## config.mk

```make
export PLATFORM = sky130hd
export DESIGN_NAME = unit_a
export DESIGN_NICKNAME = d
export VERILOG_FILES = /design/src/rtl/unit_a.sv
export SDC_FILE = /design/constraint.sdc
export NUM_CORES = 1
export LEC_CHECK = 0
export ABC_CLOCK_PERIOD_IN_PS = 3600
export BUFFER_PORTS_ARGS = -buffer_cell sky130_fd_sc_hd__clkbuf_2
export CORE_MARGIN = 5
export CORE_UTILIZATION = 47
export DETAILED_ROUTE_END_ITERATION = 8
export GPL_ROUTABILITY_DRIVEN = 0
export PLACE_DENSITY = 0.77
export SYNTH_ARGS = -nofsm -noshare
export SYNTH_HDL_FRONTEND = slang
export SYNTH_SLANG_ARGS = --single-unit
```

## constraint.sdc

```tcl
create_clock -name clk -period 3.6 [get_ports clk]
set_clock_uncertainty 0.2 [all_clocks]
set_input_delay 0.18 -clock clk [delete_from_list [all_inputs] [get_ports clk]]
set_output_delay 0.18 -clock clk [all_outputs]
set_load 0.02 [all_outputs]
```

## src/rtl/unit_a.sv

```systemverilog
// unit_a: 32-bit registered arithmetic slice (add, sub, ~A+B, inc) with
// carry-out and signed overflow; one shared adder, all outputs registered.
module unit_a (
    input  logic        clk,
    input  logic        rst,
    input  logic [31:0] A,
    input  logic [31:0] B,
    input  logic [1:0]  f,
    output logic [31:0] S,
    output logic        c_out,
    output logic        O
);

    typedef enum logic [1:0] {
        OP_SUM  = 2'b00,
        OP_SUB  = 2'b01,
        OP_AINV = 2'b10,
        OP_INC  = 2'b11
    } op_e;

    // No handshake: a new operation is accepted on every rising edge and its
    // result appears on S/c_out/O exactly one edge later.

    logic [31:0] w_x;
    logic [31:0] w_y;
    logic        w_cin;
    logic [32:0] w_sum;
    logic [31:0] w_s_n;
    logic        w_c_n;
    logic        w_o_n;

    // Operand steering; inc forces Y to zero so B never reaches the adder.
    always_comb begin
        w_x   = A;
        w_y   = B;
        w_cin = 1'b0;
        case (op_e'(f))
            OP_SUM: begin
                w_x   = A;
                w_y   = B;
                w_cin = 1'b0;
            end
            OP_SUB: begin
                w_x   = A;
                w_y   = ~B;
                w_cin = 1'b1;
            end
            OP_AINV: begin
                w_x   = ~A;
                w_y   = B;
                w_cin = 1'b0;
            end
            OP_INC: begin
                w_x   = A;
                w_y   = 32'h0;
                w_cin = 1'b1;
            end
            default: begin
                w_x   = A;
                w_y   = B;
                w_cin = 1'b0;
            end
        endcase
    end

    assign w_sum = {1'b0, w_x} + {1'b0, w_y} + {32'h0, w_cin};
    assign w_s_n = w_sum[31:0];
    assign w_c_n = w_sum[32];

    // Overflow judged on the post-inversion adder operands, not on A/B.
    assign w_o_n = (w_x[31] == w_y[31]) & (w_s_n[31] != w_x[31]);

    logic [31:0] r_s;
    logic        r_c;
    logic        r_o;

    always_ff @(posedge clk) begin
        if (rst) begin
            r_s <= 32'h0;
            r_c <= 1'b0;
            r_o <= 1'b0;
        end else begin
            r_s <= w_s_n;
            r_c <= w_c_n;
            r_o <= w_o_n;
        end
    end

    assign S     = r_s;
    assign c_out = r_c;
    assign O     = r_o;

endmodule

```

Yosys cells after proc, flatten, opt, wreduce, memory -nomap -nowiden

Cells that the tools add are included.

$add $sub $neg: 2
Equal/unequal tests: 5
Muxes and demuxes: 3
Bitwise logic cells: 3
Reductions and logical operators: 4

Operators with widths:

| cell               | number |
|---|---|
| $pmux 32 s3        | 1 |
| $not 32->32        | 2 |
| $pmux 32 s2        | 1 |
| $add 32x32->33     | 1 |
| $add 33x1->33      | 1 |
| $eq 2x2->1 const B | 2 |
| $reduce_or 2->1    | 2 |
| $reduce_or 3->1    | 1 |
| $eq 2x1->1 const B | 1 |
| $logic_not 2->1    | 1 |
| $pmux 1 s2         | 1 |
| $and 1x1->1        | 1 |
| $eq 1x1->1         | 1 |
| $ne 1x1->1         | 1 |

Register bits after elaboration: 34
Bits of input ports: 68
Output and inout bits: 34
Logic and storage cells: 20

Logic depth before layout (Yosys ltp)

Gate-level depths: netlist (run 1).

Word-level depth: 7
Gate-level depth with buffers: 16
Depth with buffers taken out: 15

Least setup slack after synthesis (run 1)

No wires, ideal clock.

Path type: input -> register
Start: input port f[0]
End: register r_s[26], in the netlist S[26]
Library setup time: 0.123 ns
Arrival time: 3.408 ns
Required time: 3.277 ns
Setup slack: -0.131 ns
Cell stages on the path: 15
Path buffers: 2
Cells stage by stage: clkbuf_1 -> inv_2 -> nand2_1 -> buf_1 -> xnor2_1 -> fa_1 -> a21o_1 -> a21oi_1 -> o21bai_1 -> a21oi_1 -> o211ai_1 -> a31oi_1 -> o21ai_1 -> a41oi_1 -> mux2_1

Longest elaborated chain between the ends: 5
Elaborated cells on any way between the ends: 12
Those cells by class: add/sub (2); eq/ne (3); mux (3); reduce/logical (4)

RTL lines:

| item                                                                       | line | source |
|---|---|---|
| start: declaration                                                         | 8    | `input logic [1:0] f,` |
| $eq 2x2->1, or another cell as far along                                   | 37   | `case (op_e'(f))` |
| $reduce_or 3->1 (no source line) / $reduce_or 2->1 (equally long branches) | n/a  |  |
| $pmux 32 s2 / $pmux 32 s3 (equally long branches)                          | 37   |  |
| $add 32x32->33                                                             | 66   | `assign w_sum = {1'b0, w_x} + {1'b0, w_y} + {32'h0, w_cin};` |
| $add 33x1->33 (*)                                                          | 66   |  |
| end signal: assignment                                                     | 83   | `r_s <= w_s_n;` |
| end: declaration                                                           | 73   | `logic [31:0] r_s;` |

Every way passes the cells marked *; elsewhere a longest branch is shown, timed or not.
A chain may end at the register's enable or synchronous reset.

Worst setup path after layout (run 1)

Ends and elaborated chain as after synthesis.

==> metrics.md, run 1 <==
| Metric | Value |
|---|---|
| WL met3 | `around 470 um` |
| I/O Pins | `~100` |
| Yosys top cell area share | `between 20% and 30%` |
| Crit path DAT | `around 3.3 ns` |
| Vias per inst | `between 5 and 6` |
| DR top layer | `met4` |
| Seq. cell area | `between 600 and 700 um2` |
| Post-CTS setup buffers | `0` |
| Global-route usage over all layers | `around a fifth` |
| Status | `finished, final reports clean` |
| Initial DRC count | `about 130` |
| Via Count | `between 3k and 4k` |
| Synthesized instance count | `383` |
| Metal2 WL | `4.12 mm` |
| Cell taking the most area after synthesis | `dfxtp_1` |
| Min Hold Slack | `around 0.17 ns` |
| CP peak stage delay | `around 0.4 ns` |
| Pwr Density | `between 400 and 500 nW/um2` |
| ANT nets after route | `0` |
| H-tree depth | `2` |
| Vias in the first global route | `3041` |
| Worst vdd ir | `~0.17 mV` |
| Global-route wire length before repair | `between 10 and 15 mm` |
| Worst slew margin | `between 40% and 50%` |
| Row cnt | `30` |
| Initial antenna violation count | `0` |
| Hold path endpoint | `S[0]` |
| Leak | `about 2 nW` |
| Root Driver | `clkbuf_8` |
| Filler Cell Count | `roughly 630` |
| Critical Path RT | `between 3 and 4 ns` |
| Core Box Area | `6790 um2` |
| Post-Route WL | `approximately 8.5 mm` |
| Fmax | `around 300 MHz` |
| Crit path from | `f[0]` |
| CP endpoint kind | `flop` |
| Post-route total power | `roughly 1.7 mW` |
| Synthesis warning total | `0` |
| Hpwl dp | `6.68 mm` |
| Type of the most critical hold path | `input port to flop` |
| CTS Hold Buffers Added | `0` |
| Core Util, Final | `between 50% and 60%` |
| Synth Area per Inst | `between 8 and 9 um2` |
| Max Cap Viol | `0` |
| Synth top cells by count | `45 x xnor2_1, 40 x nor2_1, 34 x dfxtp_1, 32 x mux2i_1, 31 x ha_1` |
| Critical path type | `input port to flop` |
| Multi-input logic area | `approximately 2500 um2` |
| Worst setup SP type | `input port` |
| CTS buffer count | `5` |
| CP bufs+invs | `3` |
| Final hold vios | `0` |
| DRT met1 WL | `between 3 and 4 mm` |
| Worst Tran Pin Value | `between 0.7 and 0.8 ns` |
| Final routed DRC violation total | `0` |
| Endpoints failing setup | `0` |
| Post_cts resized | `0` |
| Drt pass-1 iters | `4` |
| Die ar. | `around 8800 um2` |
| Post-synth EDFFs | `0` |
| Unrepaired setup endpoints after global routing | `false` |
| Sequential share of the synthesized area | `about a fifth` |
| Top_reg_cell synth | `dfxtp_1` |
| Number of diodes | `0` |
| Period Utilization, post-route | `between 90% and 100%` |
| Most frequent cell after synthesis | `xnor2_1` |
| Pins Over Slew Limit | `0` |
| Number of distinct library cells after synthesis | `between 60 and 70` |
| Seq cells post-synth | `34` |
| Clk slew on worst S/H paths | `0.08 ns` |
| Worst Hold Launch | `f[0]` |
| GRT overflow | `0` |
| CP max FO | `4` |
| Clock Sinks | `34` |
| Post-layout nets | `586` |
| Syn Std Cell Area | `3290 um2` |
| Initial Util | `between 40% and 50%` |
| Worst hold path depth | `4` |
| Cells along the critical path | `clkbuf_2 -> inv_2 -> nand2_2 -> xor2_1 -> fa_1 -> inv_1 -> fa_1 -> a21o_1 -> a21oi_1 -> o21bai_1 -> a21oi_1 -> o211ai_1 -> a31oi_1 -> o21ai_1 -> a41oi_1 -> mux2_1` |
| Clock Tree Buf Depth | `2` |
| Slowest-stage cell, CP | `fa_1` |
| Async S/R FF share, synth | `0%` |
| Die width | `93.7 um` |
| Crit path time final | `between 3 and 4 ns` |
| Syn_nets | `~480` |
| Port Buffers | `a little over 100` |
| Ranking of synthesized cells by area | `dfxtp_1 21%, xnor2_1 12%, ha_1 12%` |
| Largest net degree at the start of global routing | `39` |
| Synth-to-layout area growth | `21.8%` |
| Routed wire per std cell | `between 10 and 15 um` |
| DIE HEIGHT | `about 94 um` |
| CTS tree | `done` |
| Layout cells sized above 1 | `29.0%` |
| Top Family by Delay on Critical Path | `compound AO/OA/AOI/OAI gates` |
-- kinds of logic (layout without fill, tap and decap cells) --
kind of cell / Yosys count / after routing / synth area share [%]
xor+xnor: 57 / 57 / 15.2
mux: 33 / 33 / 10.1
buf+inv: 27 / 130 / 4.29
flops: 34 / 34 / 20.7
simple gates: 100 / 100 / 15.4
fa+ha+maj: 33 / 33 / 13.0
compound gates: 99 / 99 / 21.4
-- per-layer routing --
layer	vias to the layer above	global-route usage, %
met1	1424	23.2
met2	98	33.9
met3	8	2.96
met4	0	5.05
li1	1573	-
met5	-	0
-- layout by cell type, fill, tap and decap left out, types with 4 or more instances in the layout --
| cell | synthesis | routed |
|---|---|---|
| mux2i_1 | 32 | 32 |
| a31oi_1 | 6 | 6 |
| a21oi_1 | 26 | 26 |
| a211oi_1 | 4 | 4 |
| o21ai_1 | 5 | 5 |
| buf_4 | 0 | 12 |
| o21ai_0 | 10 | 10 |
| nand3_1 | 8 | 8 |
| nand2_1 | 16 | 15 |
| xnor2_1 | 45 | 45 |
| nor2_1 | 40 | 40 |
| inv_1 | 7 | 7 |
| nor2b_1 | 5 | 5 |
| ha_1 | 31 | 31 |
| dfxtp_1 | 34 | 34 |
| o211ai_1 | 4 | 4 |
| nand2b_1 | 6 | 6 |
| and3_1 | 5 | 5 |
| a21o_1 | 20 | 20 |
| o21bai_1 | 5 | 5 |
| xor2_1 | 12 | 12 |
| clkbuf_8 | 1 | 6 |
| clkbuf_2 | 1 | 101 |
-- worst max path at each step --
stage	slack, ns	depth (start not counted)	to
detailed placement	-0.06	16	S[26]
finish	0.27	16	S[26]
floorplan	0.12	15	S[26]
CTS	0.26	16	S[26]
global placement	0.08	16	S[24]
global route	0.06	16	S[26]
-- where the power goes --
part	switching (mW)	internal, mW	total [mW]
registers	0.0212	0.457	0.478
logic	0.536	0.391	0.927
clock network	0.147	0.154	0.302
-- per-stage QoR --
step	setup slack (ns)	setup TNS, ns	area, um2	cells
detailed placement	-0.0558	-0.0558	3920	574
global placement	0.0765	0	3920	574
finish	0.273	0	4010	582
CTS	0.259	0	4010	582
floorplan	0.122	0	3300	383
global route	0.0638	0	4010	582
-- final cells by class --
class                      count  area share, %
inverter                       8          0.748
timing repair buffer         114           15.3
tap                           96           2.99
multi-input combinational    322           61.7
clock inverter                 1          0.125
sequential                    34           17.0
clock buffer                   7           2.15
-- sequential cells by signal (all words and copies together) (netlist names) --
signal	count
c_out	1
O	1
S	32
Power figures use the tool's default switching activity.
==> run 2: changes to the inputs <==
--- a/config.mk
+++ b/config.mk
@@ -11,6 +11,7 @@
 export CORE_UTILIZATION = 47
 export DETAILED_ROUTE_END_ITERATION = 8
 export GPL_ROUTABILITY_DRIVEN = 0
+export MAX_ROUTING_LAYER = met4
 export PLACE_DENSITY = 0.77
 export SYNTH_ARGS = -nofsm -noshare
 export SYNTH_HDL_FRONTEND = slang
==> metrics.md, run 2 (synthesis gave the netlist of run 1 again) <==
| Metric | Value |
|---|---|
| Status | `finished, final reports clean` |
| Most frequent cells in the layout | `101 x clkbuf_2, 45 x xnor2_1, 40 x nor2_1` |
| Placed instance area | `3920 um2 (unchanged)` |
| Global-route wire length before repair | `13.6 mm (about the same)` |
| GRT overflow | `0 (unchanged)` |
| CTS buffer count | `5 (unchanged)` |
| Worst vdd ir | `0.169 mV (about the same)` |
| Final hold vios | `0 (unchanged)` |
| Largest net degree at the start of global routing | `39 (unchanged)` |
| I/O Pins | `102 (unchanged)` |
| Fin cells | `582 (unchanged)` |
| Worst slew margin | `47.1% (about the same)` |
| Clock Sinks | `34 (unchanged)` |
| Initial Util | `48.5% (unchanged)` |
| Leak | `2.03 nW (unchanged)` |
| Period Utilization, post-route | `92.6% (+0.18 points)` |
| Initial antenna violation count | `0 (unchanged)` |
| Top Family by Delay on Critical Path | `compound AO/OA/AOI/OAI gates` |
| Core Box Area | `6790 um2 (unchanged)` |
| Fmax | `300 MHz (-0.19%)` |
| H-tree depth | `2 (unchanged)` |
| Post-Route WL | `8.50 mm (-0.18%)` |
| Leading cell type in the layout, fill and taps excluded | `clkbuf_2` |
| Crit path DAT | `3.32 ns (about the same)` |
| Port Buffers | `101 (unchanged)` |
| Core Util, Final | `59.1% (unchanged)` |
| Number of diodes | `0 (unchanged)` |
| Pwr Density | `426 nW/um2 (about the same)` |
| Type of the most critical hold path | `input port to flop` |
| Synth-to-layout area growth | `21.8% (unchanged)` |
| Hpwl dp | `6.68 mm (unchanged)` |
| ANT nets after route | `0 (unchanged)` |
| Setup ws final | `0.266 ns (-0.00650 ns)` |
| Max Cap Viol | `0 (unchanged)` |
| Worst Tran Pin Value | `0.794 ns (-0.000670 ns)` |
| Post-Layout Inst Area | `4010 um2 (unchanged)` |
| Clock Tree Buf Depth | `2 (unchanged)` |
| Filler Cell Count | `625 (unchanged)` |
| Die ar. | `8780 um2 (unchanged)` |
| Worst hold path depth | `4 (unchanged)` |
| Clk slew on worst S/H paths | `0.08 ns (about the same)` |
| Die width | `93.7 um (unchanged)` |
| Slowest-stage cell, CP | `fa_1` |
| DIE HEIGHT | `93.7 um (unchanged)` |
| Root Driver | `clkbuf_8` |
| Row cnt | `30 (unchanged)` |
| TNS Setup | `0 ns (unchanged)` |
| Final routed DRC violation total | `0 (unchanged)` |
| Cells along the critical path | `clkbuf_2 -> inv_2 -> nand2_2 -> xor2_1 -> fa_1 -> inv_1 -> fa_1 -> a21o_1 -> a21oi_1 -> o21bai_1 -> a21oi_1 -> o211ai_1 -> a31oi_1 -> o21ai_1 -> a41oi_1 -> mux2_1` |
| Routed wire per std cell | `14.6 um (-0.18%)` |
| Post-Place Setup Slack | `-0.0558 ns (unchanged)` |
| CP endpoint kind | `flop` |
| Unrepaired setup endpoints after global routing | `false` |
| Critical path type | `input port to flop` |
| Cell count after placement | `574 (unchanged)` |
| Global-route usage over all layers | `19.4% (+0.51 points)` |
| CTS tree | `done` |
| Vias in the first global route | `3036 (-0.16%)` |
| Post-CTS setup buffers | `0 (unchanged)` |
| Critical path depth | `16 (unchanged)` |
| Flip-flop count of the largest register after layout | `32 (unchanged)` |
| Worst setup SP type | `input port` |
| Initial DRC count | `144 (+7.5%)` |
| Vias per inst | `5.33 (about the same)` |
| Drt pass-1 iters | `4 (unchanged)` |
| Via Count | `3102 (-0.032%)` |
| CP max FO | `4 (unchanged)` |
| CP peak stage delay | `0.40 ns (about the same)` |
| Critical Path RT | `3.58 ns (about the same)` |
| Post_cts resized | `0 (unchanged)` |
| Pins Over Slew Limit | `0 (unchanged)` |
| CP bufs+invs | `3 (unchanged)` |
| Layout cells sized above 1 | `29.0% (unchanged)` |
| CTS Hold Buffers Added | `0 (unchanged)` |
| Endpoints failing setup | `0 (unchanged)` |
| Min Hold Slack | `0.174 ns (-0.000396 ns)` |
| Crit path time final | `3.33 ns (+0.00650 ns)` |
| Post-route total power | `1.71 mW (about the same)` |
| Post-layout nets | `586 (unchanged)` |
-- run 2: area by class of cell --
| type | instances | area, um2 | area share [%] |
|---|---|---|---|
| multi-input cells | 322 | 2470 | 61.7 |
| well taps | 96 | 120 | 2.99 |
| repair buffers | 114 | 616 | 15.3 |
| inverters | 8 | 30.0 | 0.748 |
| clock buffers | 7 | 86.3 | 2.15 |
| flip-flops and latches | 34 | 681 | 17.0 |
| clock inverters | 1 | 5.00 | 0.125 |
-- run 2: per-layer routing --
layer / vias up / track usage [%] / routed length [um]
met1: 1422 / 23.4 / 3860
li1: 1569 / - / -
met2: 99 / 33.9 / 4120
met5: - / - / 0
met4: 0 / 5.05 / 93
met3: 12 / 2.64 / 422
-- run 2: power breakdown --
| group | leakage [nW] | switching, mW | internal [mW] |
|---|---|---|---|
| Clock | 0.0482 | 0.148 | 0.155 |
| Sequential | 0.283 | 0.0212 | 0.457 |
| Combinational | 1.70 | 0.536 | 0.391 |
-- run 2: worst paths after layout --
path | start | endpoint | slack [ns]
setup / recovery | f[0] | S[26] | 0.27
hold / removal | f[0] | S[0] | 0.17
